[src/rtl/dmem_arbiter_if.sv]
// dmem_arbiter_if
//   Bundles the two requester handshakes and the Data_Mem bus for dmem_arbiter.
//   slave  : arbiter side (takes requests and read_data; drives acks, rdata,
//            the memory bus and busy)
//   master : environment side (requesters plus Data_Mem)
//   Signals:
//     p0_req/p0_we/p0_addr/p0_wdata  port 0 request, held until p0_ack
//     p0_ack/p0_rdata                port 0 completion pulse and read data
//     p1_*                           same for port 1
//     memRead/memWrite/address/write_data   to Data_Mem
//     read_data                      from Data_Mem
//     busy                           arbiter not idle
interface dmem_arbiter_if #(
  parameter int ADDR_W = 16,
  parameter int DATA_W = 16
);
  logic              p0_req;
  logic              p0_we;
  logic [ADDR_W-1:0] p0_addr;
  logic [DATA_W-1:0] p0_wdata;
  logic              p0_ack;
  logic [DATA_W-1:0] p0_rdata;

  logic              p1_req;
  logic              p1_we;
  logic [ADDR_W-1:0] p1_addr;
  logic [DATA_W-1:0] p1_wdata;
  logic              p1_ack;
  logic [DATA_W-1:0] p1_rdata;

  logic              memRead;
  logic              memWrite;
  logic [ADDR_W-1:0] address;
  logic [DATA_W-1:0] write_data;
  logic [DATA_W-1:0] read_data;

  logic              busy;

  modport slave (
    input  p0_req, p0_we, p0_addr, p0_wdata,
    input  p1_req, p1_we, p1_addr, p1_wdata,
    input  read_data,
    output p0_ack, p0_rdata, p1_ack, p1_rdata,
    output memRead, memWrite, address, write_data,
    output busy
  );

  modport master (
    output p0_req, p0_we, p0_addr, p0_wdata,
    output p1_req, p1_we, p1_addr, p1_wdata,
    output read_data,
    input  p0_ack, p0_rdata, p1_ack, p1_rdata,
    input  memRead, memWrite, address, write_data,
    input  busy
  );
endinterface

[src/rtl/dmem_arbiter.sv]
// dmem_arbiter
//   Shares the single-ported Data_Mem between port 0 (CPU MEM stage) and
//   port 1 (DMA/debug loader). Each transaction runs IDLE -> ACCESS -> DONE:
//   request sampled in IDLE, one memory cycle in ACCESS, one-cycle ack in DONE.
//   All outputs are registered; no combinational path from requests to the bus.
//   Ports:
//     clk  system clock, rising edge
//     rst  asynchronous active-high reset
//     bus  dmem_arbiter_if.slave (requester handshakes, Data_Mem bus, busy)
//   Build option:
//     DMEM_ARB_ROUND_ROBIN_EN  simultaneous requests go to the port that did
//                              not win last; otherwise port 0 wins ties.
module dmem_arbiter #(
  parameter int ADDR_W = 16,
  parameter int DATA_W = 16
) (
  input logic          clk,
  input logic          rst,
  dmem_arbiter_if.slave bus
);

  localparam logic [1:0] ST_IDLE   = 2'd0;
  localparam logic [1:0] ST_ACCESS = 2'd1;
  localparam logic [1:0] ST_DONE   = 2'd2;

  logic [1:0]        state;
  logic              last_grant;
  logic              win_id;

  logic              any_req;
  logic              grant_id;
  logic              sel_we;
  logic [ADDR_W-1:0] sel_addr;
  logic [DATA_W-1:0] sel_wdata;

  always_comb begin
    any_req = bus.p0_req | bus.p1_req;
`ifdef DMEM_ARB_ROUND_ROBIN_EN
    if (bus.p0_req && bus.p1_req) begin
      grant_id = ~last_grant;
    end else begin
      grant_id = bus.p1_req;
    end
`else
    grant_id = ~bus.p0_req & bus.p1_req;
`endif
    sel_we    = grant_id ? bus.p1_we    : bus.p0_we;
    sel_addr  = grant_id ? bus.p1_addr  : bus.p0_addr;
    sel_wdata = grant_id ? bus.p1_wdata : bus.p0_wdata;
  end

`ifndef DMEM_ARB_ROUND_ROBIN_EN
  // Fixed priority keeps last_grant tracked for visibility only.
  logic unused_last_grant;
  assign unused_last_grant = last_grant;
`endif

  always_ff @(posedge clk or posedge rst) begin
    if (rst) begin
      state          <= ST_IDLE;
      last_grant     <= 1'b1;
      win_id         <= 1'b0;
      bus.memRead    <= 1'b0;
      bus.memWrite   <= 1'b0;
      bus.address    <= '0;
      bus.write_data <= '0;
      bus.p0_ack     <= 1'b0;
      bus.p1_ack     <= 1'b0;
      bus.p0_rdata   <= '0;
      bus.p1_rdata   <= '0;
      bus.busy       <= 1'b0;
    end else begin
      case (state)
        ST_IDLE: begin
          bus.p0_ack <= 1'b0;
          bus.p1_ack <= 1'b0;
          if (any_req) begin
            // Bus outputs are loaded here so they are valid throughout ACCESS.
            win_id         <= grant_id;
            last_grant     <= grant_id;
            bus.memRead    <= ~sel_we;
            bus.memWrite   <= sel_we;
            bus.address    <= sel_addr;
            bus.write_data <= sel_wdata;
            bus.busy       <= 1'b1;
            state          <= ST_ACCESS;
          end
        end
        ST_ACCESS: begin
          bus.memRead  <= 1'b0;
          bus.memWrite <= 1'b0;
          if (bus.memRead) begin
            if (win_id) bus.p1_rdata <= bus.read_data;
            else        bus.p0_rdata <= bus.read_data;
          end
          if (win_id) bus.p1_ack <= 1'b1;
          else        bus.p0_ack <= 1'b1;
          state <= ST_DONE;
        end
        ST_DONE: begin
          bus.p0_ack <= 1'b0;
          bus.p1_ack <= 1'b0;
          bus.busy   <= 1'b0;
          state      <= ST_IDLE;
        end
        default: begin
          bus.memRead  <= 1'b0;
          bus.memWrite <= 1'b0;
          bus.p0_ack   <= 1'b0;
          bus.p1_ack   <= 1'b0;
          bus.busy     <= 1'b0;
          state        <= ST_IDLE;
        end
      endcase
    end
  end

endmodule

[src/flat_wrapper.sv]
// flat-port wrapper written by rule: the top's interface ports become plain ports
module dmem_arbiter_flat 
#(
  parameter int ADDR_W = 16,
  parameter int DATA_W = 16
)
  (clk, rst, bus_p0_req, bus_p0_we, bus_p0_addr, bus_p0_wdata, bus_p1_req, bus_p1_we, bus_p1_addr, bus_p1_wdata, bus_read_data, bus_p0_ack, bus_p0_rdata, bus_p1_ack, bus_p1_rdata, bus_memRead, bus_memWrite, bus_address, bus_write_data, bus_busy);
  dmem_arbiter_if #(.ADDR_W(ADDR_W), .DATA_W(DATA_W)) bus_i ();
  input logic clk;
  input logic rst;
  input wire logic [$bits(bus_i.p0_req)-1:0] bus_p0_req;
  input wire logic [$bits(bus_i.p0_we)-1:0] bus_p0_we;
  input wire logic [$bits(bus_i.p0_addr)-1:0] bus_p0_addr;
  input wire logic [$bits(bus_i.p0_wdata)-1:0] bus_p0_wdata;
  input wire logic [$bits(bus_i.p1_req)-1:0] bus_p1_req;
  input wire logic [$bits(bus_i.p1_we)-1:0] bus_p1_we;
  input wire logic [$bits(bus_i.p1_addr)-1:0] bus_p1_addr;
  input wire logic [$bits(bus_i.p1_wdata)-1:0] bus_p1_wdata;
  input wire logic [$bits(bus_i.read_data)-1:0] bus_read_data;
  output wire logic [$bits(bus_i.p0_ack)-1:0] bus_p0_ack;
  output wire logic [$bits(bus_i.p0_rdata)-1:0] bus_p0_rdata;
  output wire logic [$bits(bus_i.p1_ack)-1:0] bus_p1_ack;
  output wire logic [$bits(bus_i.p1_rdata)-1:0] bus_p1_rdata;
  output wire logic [$bits(bus_i.memRead)-1:0] bus_memRead;
  output wire logic [$bits(bus_i.memWrite)-1:0] bus_memWrite;
  output wire logic [$bits(bus_i.address)-1:0] bus_address;
  output wire logic [$bits(bus_i.write_data)-1:0] bus_write_data;
  output wire logic [$bits(bus_i.busy)-1:0] bus_busy;
  assign bus_i.p0_req = bus_p0_req;
  assign bus_i.p0_we = bus_p0_we;
  assign bus_i.p0_addr = bus_p0_addr;
  assign bus_i.p0_wdata = bus_p0_wdata;
  assign bus_i.p1_req = bus_p1_req;
  assign bus_i.p1_we = bus_p1_we;
  assign bus_i.p1_addr = bus_p1_addr;
  assign bus_i.p1_wdata = bus_p1_wdata;
  assign bus_i.read_data = bus_read_data;
  assign bus_p0_ack = bus_i.p0_ack;
  assign bus_p0_rdata = bus_i.p0_rdata;
  assign bus_p1_ack = bus_i.p1_ack;
  assign bus_p1_rdata = bus_i.p1_rdata;
  assign bus_memRead = bus_i.memRead;
  assign bus_memWrite = bus_i.memWrite;
  assign bus_address = bus_i.address;
  assign bus_write_data = bus_i.write_data;
  assign bus_busy = bus_i.busy;
  dmem_arbiter #(.ADDR_W(ADDR_W), .DATA_W(DATA_W)) u_core (.clk(clk), .rst(rst), .bus(bus_i));
endmodule
[config.mk]
export PLATFORM = sky130hd
export DESIGN_NAME = dmem_arbiter_flat
export DESIGN_NICKNAME = d
export VERILOG_FILES = /design/src/rtl/dmem_arbiter_if.sv /design/src/rtl/dmem_arbiter.sv /design/src/flat_wrapper.sv
export SDC_FILE = /design/constraint.sdc
export NUM_CORES = 1
export LEC_CHECK = 0
export ABC_AREA = 0
export BUFFER_PORTS_ARGS = -buffer_cell sky130_fd_sc_hd__clkbuf_2
export CAP_MARGIN = 20
export CORE_UTILIZATION = 50
export CTS_CLUSTER_DIAMETER = 50
export DETAILED_ROUTE_END_ITERATION = 6
export PLACE_DENSITY = 0.95
export SKIP_CTS_REPAIR_TIMING = 1
export SLEW_MARGIN = 0
export SYNTH_ARGS = -nofsm -noshare
export SYNTH_HDL_FRONTEND = slang
export SYNTH_SLANG_ARGS = --single-unit
[constraint.sdc]
create_clock -name clk -period 3.1 [get_ports clk]
set_input_delay 0.31 -clock clk [delete_from_list [all_inputs] [get_ports clk]]
set_output_delay 0.31 -clock clk [all_outputs]
set_load 0.01 [all_outputs]
==> flow_summary.toml <==
[route]
vias_per_cell = 5.00
ant_nets = 0
num_vias = 2214
drc_errors = 22
firstDrtPassIters = 6
wl_per_cell_um = 15.2
finalWirelength_um = 6730
drt_iter0_markers = 47

[placement]
dpl.hpwl_um = 5210
post-place-ws_ps = 1140
portBuffers = 154
place_congestion = 0.776

[run]
max_cap_viol_count = 0

[sta]
drv_slew = 0
holdWs_ps = 221
finalClockSkew_ps = 7.24
slew_headroom = 0.418
setup-tns-final_ps = 0
worst_pin_slew_ps = 872
post-route-worst-setup-slack_ps = 1190
fmax_ghz = 0.524
hold_viol = 0
setup_viol = 0
rsz0062_at_grt = "no"
fin_crit_ps = 1910
fin_crit_sh = 0.615

[critical_path]
worstSetupPathDepth = 4
critPathKind = "reg -> reg"
cpLargestDelayFamily = "compound AO/OA/AOI/OAI gates"
timing.rr.start = "u_core.state[0]$_DFFE_PP0P_"
reg2regPathDepth = 4
critPathMaxStageDelay_ps = 570
end_kind = "flip-flop"
worstPathMaxFanout = 18
cp-start-kind = "flip-flop"
worstPathCellList = "nor2_1 -> o21a_2 -> buf_12 -> mux2_4"
r2r_end = "u_core.bus.address[10]$_DFFE_PP0P_"
critPathBufInv = 1
cp_slowest_cell = "o21a_2"
r2r_slack_ps = 1190
cp-endpoint = "u_core.bus.address[10]$_DFFE_PP0P_"
cp-startpoint = "u_core.state[0]$_DFFE_PP0P_"
worstPathRequired_ps = 3310
cp.arrival_ps = 2110

[clock_network]
numCtsBuffers = 9
cts.sinks = 72
clock_path_buffers = 2
clockRootBuffer = "clkbuf_8"
worstSkewPairLatency_ps = 320
cts_tree = "built"
clkTransAtPathRegs_ps = 70
htreeDepth = 3

[die]
die_h_um = 84.0
die_area_um2 = 7060
die_w_um = 84.0
core_area_um2 = 6420
initial_core_util = 0.524
io-pin-count = 155
rows = 29

[synth]
ys_types = 20
synth_area_um2 = 3360
synth.yosys.seq_area_share = 0.536
synth_largest_area_cell = "dfrtp_1"
synth-seq-cells = 72
async_flop_share = 1.00
synth-edff-count = 0
yosysMostFrequentCell = "dfrtp_1"
ys_warn_count = 0
synth.avg_cell_area_um2 = 16.7
synth_common_cells = "dfrtp_1, mux2_4, mux2_2, a21oi_1, inv_1"
synthFlopType = "dfrtp_1"
synth_top_area_frac = 0.536
syn_nets = 288
ys_top_cells_by_area = "dfrtp_1, mux2_4, mux2_2, buf_8, buf_4"
syn_inst = 202

[power_and_ir_drop]
finalPower_uw = 4290
p_sw_frac = 0.331
switching_power_uw = 1420
combPwrFrac = 0.428
p_leak_uw = 0.00233
worst_ir_drop_vdd_mv = 0.466
internal_power_uw = 2870
power.density_nw_per_um2 = 981
power.share.clock = 0.171
power.sequential.fraction = 0.402

[layout]
n_antenna_cell = 0
utilization = 0.681
syn2layout_area_growth_pct = 30.0
n_fill_cell = 473
fin_nets = 447
drive_gt1_frac = 0.760
multiInputGateArea_um2 = 1450
layout.area.seq_um2 = 1800

[global_routing]
grt_pass1_wl_um = 11000
globalRouteOverflowTotal = 0
grt_pass1_vias = 2272
grt_max_degree = 73
grt_antenna_before_repair = 0
grt_util_all_layers = 0.199

[worst_hold_path]
hold_class = "in -> reg"

[run_status]
status = "complete, but fails checks"
violations = "design-rule violations"
## power by group through the flow
| stage | registers (uW) | logic [uW] | clock network (uW) |
|---|---|---|---|
| global placement | 1710 | 1800 | 0 |
| global route | 1780 | 1970 | 788 |
| CTS | 1730 | 1860 | 743 |
| finish | 1720 | 1830 | 732 |
| floorplan | 1900 | 994 | 0 |
| detailed placement | 1740 | 1860 | 0 |
## kinds of logic (layout without fill, tap and decap cells)
kind of cell,Yosys count,in the layout,synth area share
AO/OA/AOI/OAI,10,10,0.0205
buffers and inverters,15,179,0.0361
flip-flops,72,72,0.536
multiplexers,96,96,0.386
AND/OR/NAND/NOR,9,9,0.0219
## cell usage in the layout, fill, tap and decap left out
cell          n
a211oi_1      1
nor3b_4       1
o21a_2        1
a21o_1        1
clkinv_2      2
clkbuf_2    154
buf_4         3
clkbuf_8     10
o21ba_2       1
clkinv_4      1
inv_2         1
and3b_2       1
nand3_2       1
dfrtp_1      72
mux2_4       58
nand2b_2      1
bufinv_16     1
a21oi_1       5
nand2b_4      1
buf_12        1
inv_1         4
mux2_2       38
nor2_1        4
o221a_2       1
clkbuf_1      1
clkinvlp_4    1
## worst min-delay path by stage
stage	start	endpoint	slack, ps	cells after the start
after global routing	bus_read_data[4]	u_core.bus.p1_rdata[4]$_DFFE_PP0P_	220	2
after global placement	u_core.bus.busy$_DFFE_PP0P_	u_core.bus.busy$_DFFE_PP0P_	470	1
final	bus_p0_req	u_core.win_id$_DFFE_PP0P_	220	2
after floorplan	bus_p0_req	u_core.win_id$_DFFE_PP0P_	400	1
after detailed placement	u_core.bus.busy$_DFFE_PP0P_	u_core.bus.busy$_DFFE_PP0P_	480	1
after CTS	bus_p0_req	u_core.win_id$_DFFE_PP0P_	210	2
## state kept, by name (all words and copies together) (netlist names)
name                   cells
u_core.bus.address        16
u_core.bus.busy            1
u_core.bus.memRead         1
u_core.bus.memWrite        1
u_core.bus.p0_ack          1
u_core.bus.p0_rdata       16
u_core.bus.p1_ack          1
u_core.bus.p1_rdata       16
u_core.bus.write_data     16
u_core.state               2
u_core.win_id              1
## metrics by stage
| step | cell area [um2] | cells |
|---|---|---|
| floorplan | 3360 | 202 |
| global placement | 4180 | 427 |
| detailed placement | 4180 | 427 |
| CTS | 4370 | 443 |
| global route | 4370 | 443 |
| finish | 4370 | 443 |
## per-layer routing
metal  vias to the layer above  share of wire  track usage
met5                         -              0            0
met4                         0          0.011       0.0611
met3                         7          0.056       0.0475
met2                       103           0.51        0.350
met1                      1072           0.42        0.241
li1                       1032              -            -
## cell type report
class | instances | area share
flip-flops and latches | 72 | 0.412
clock inverters | 5 | 0.0129
multi-input cells | 115 | 0.330
repair buffers | 158 | 0.186
inverters | 5 | 0.00429
well taps | 77 | 0.0220
clock buffers | 11 | 0.0323
Power figures use the tool's default switching activity.
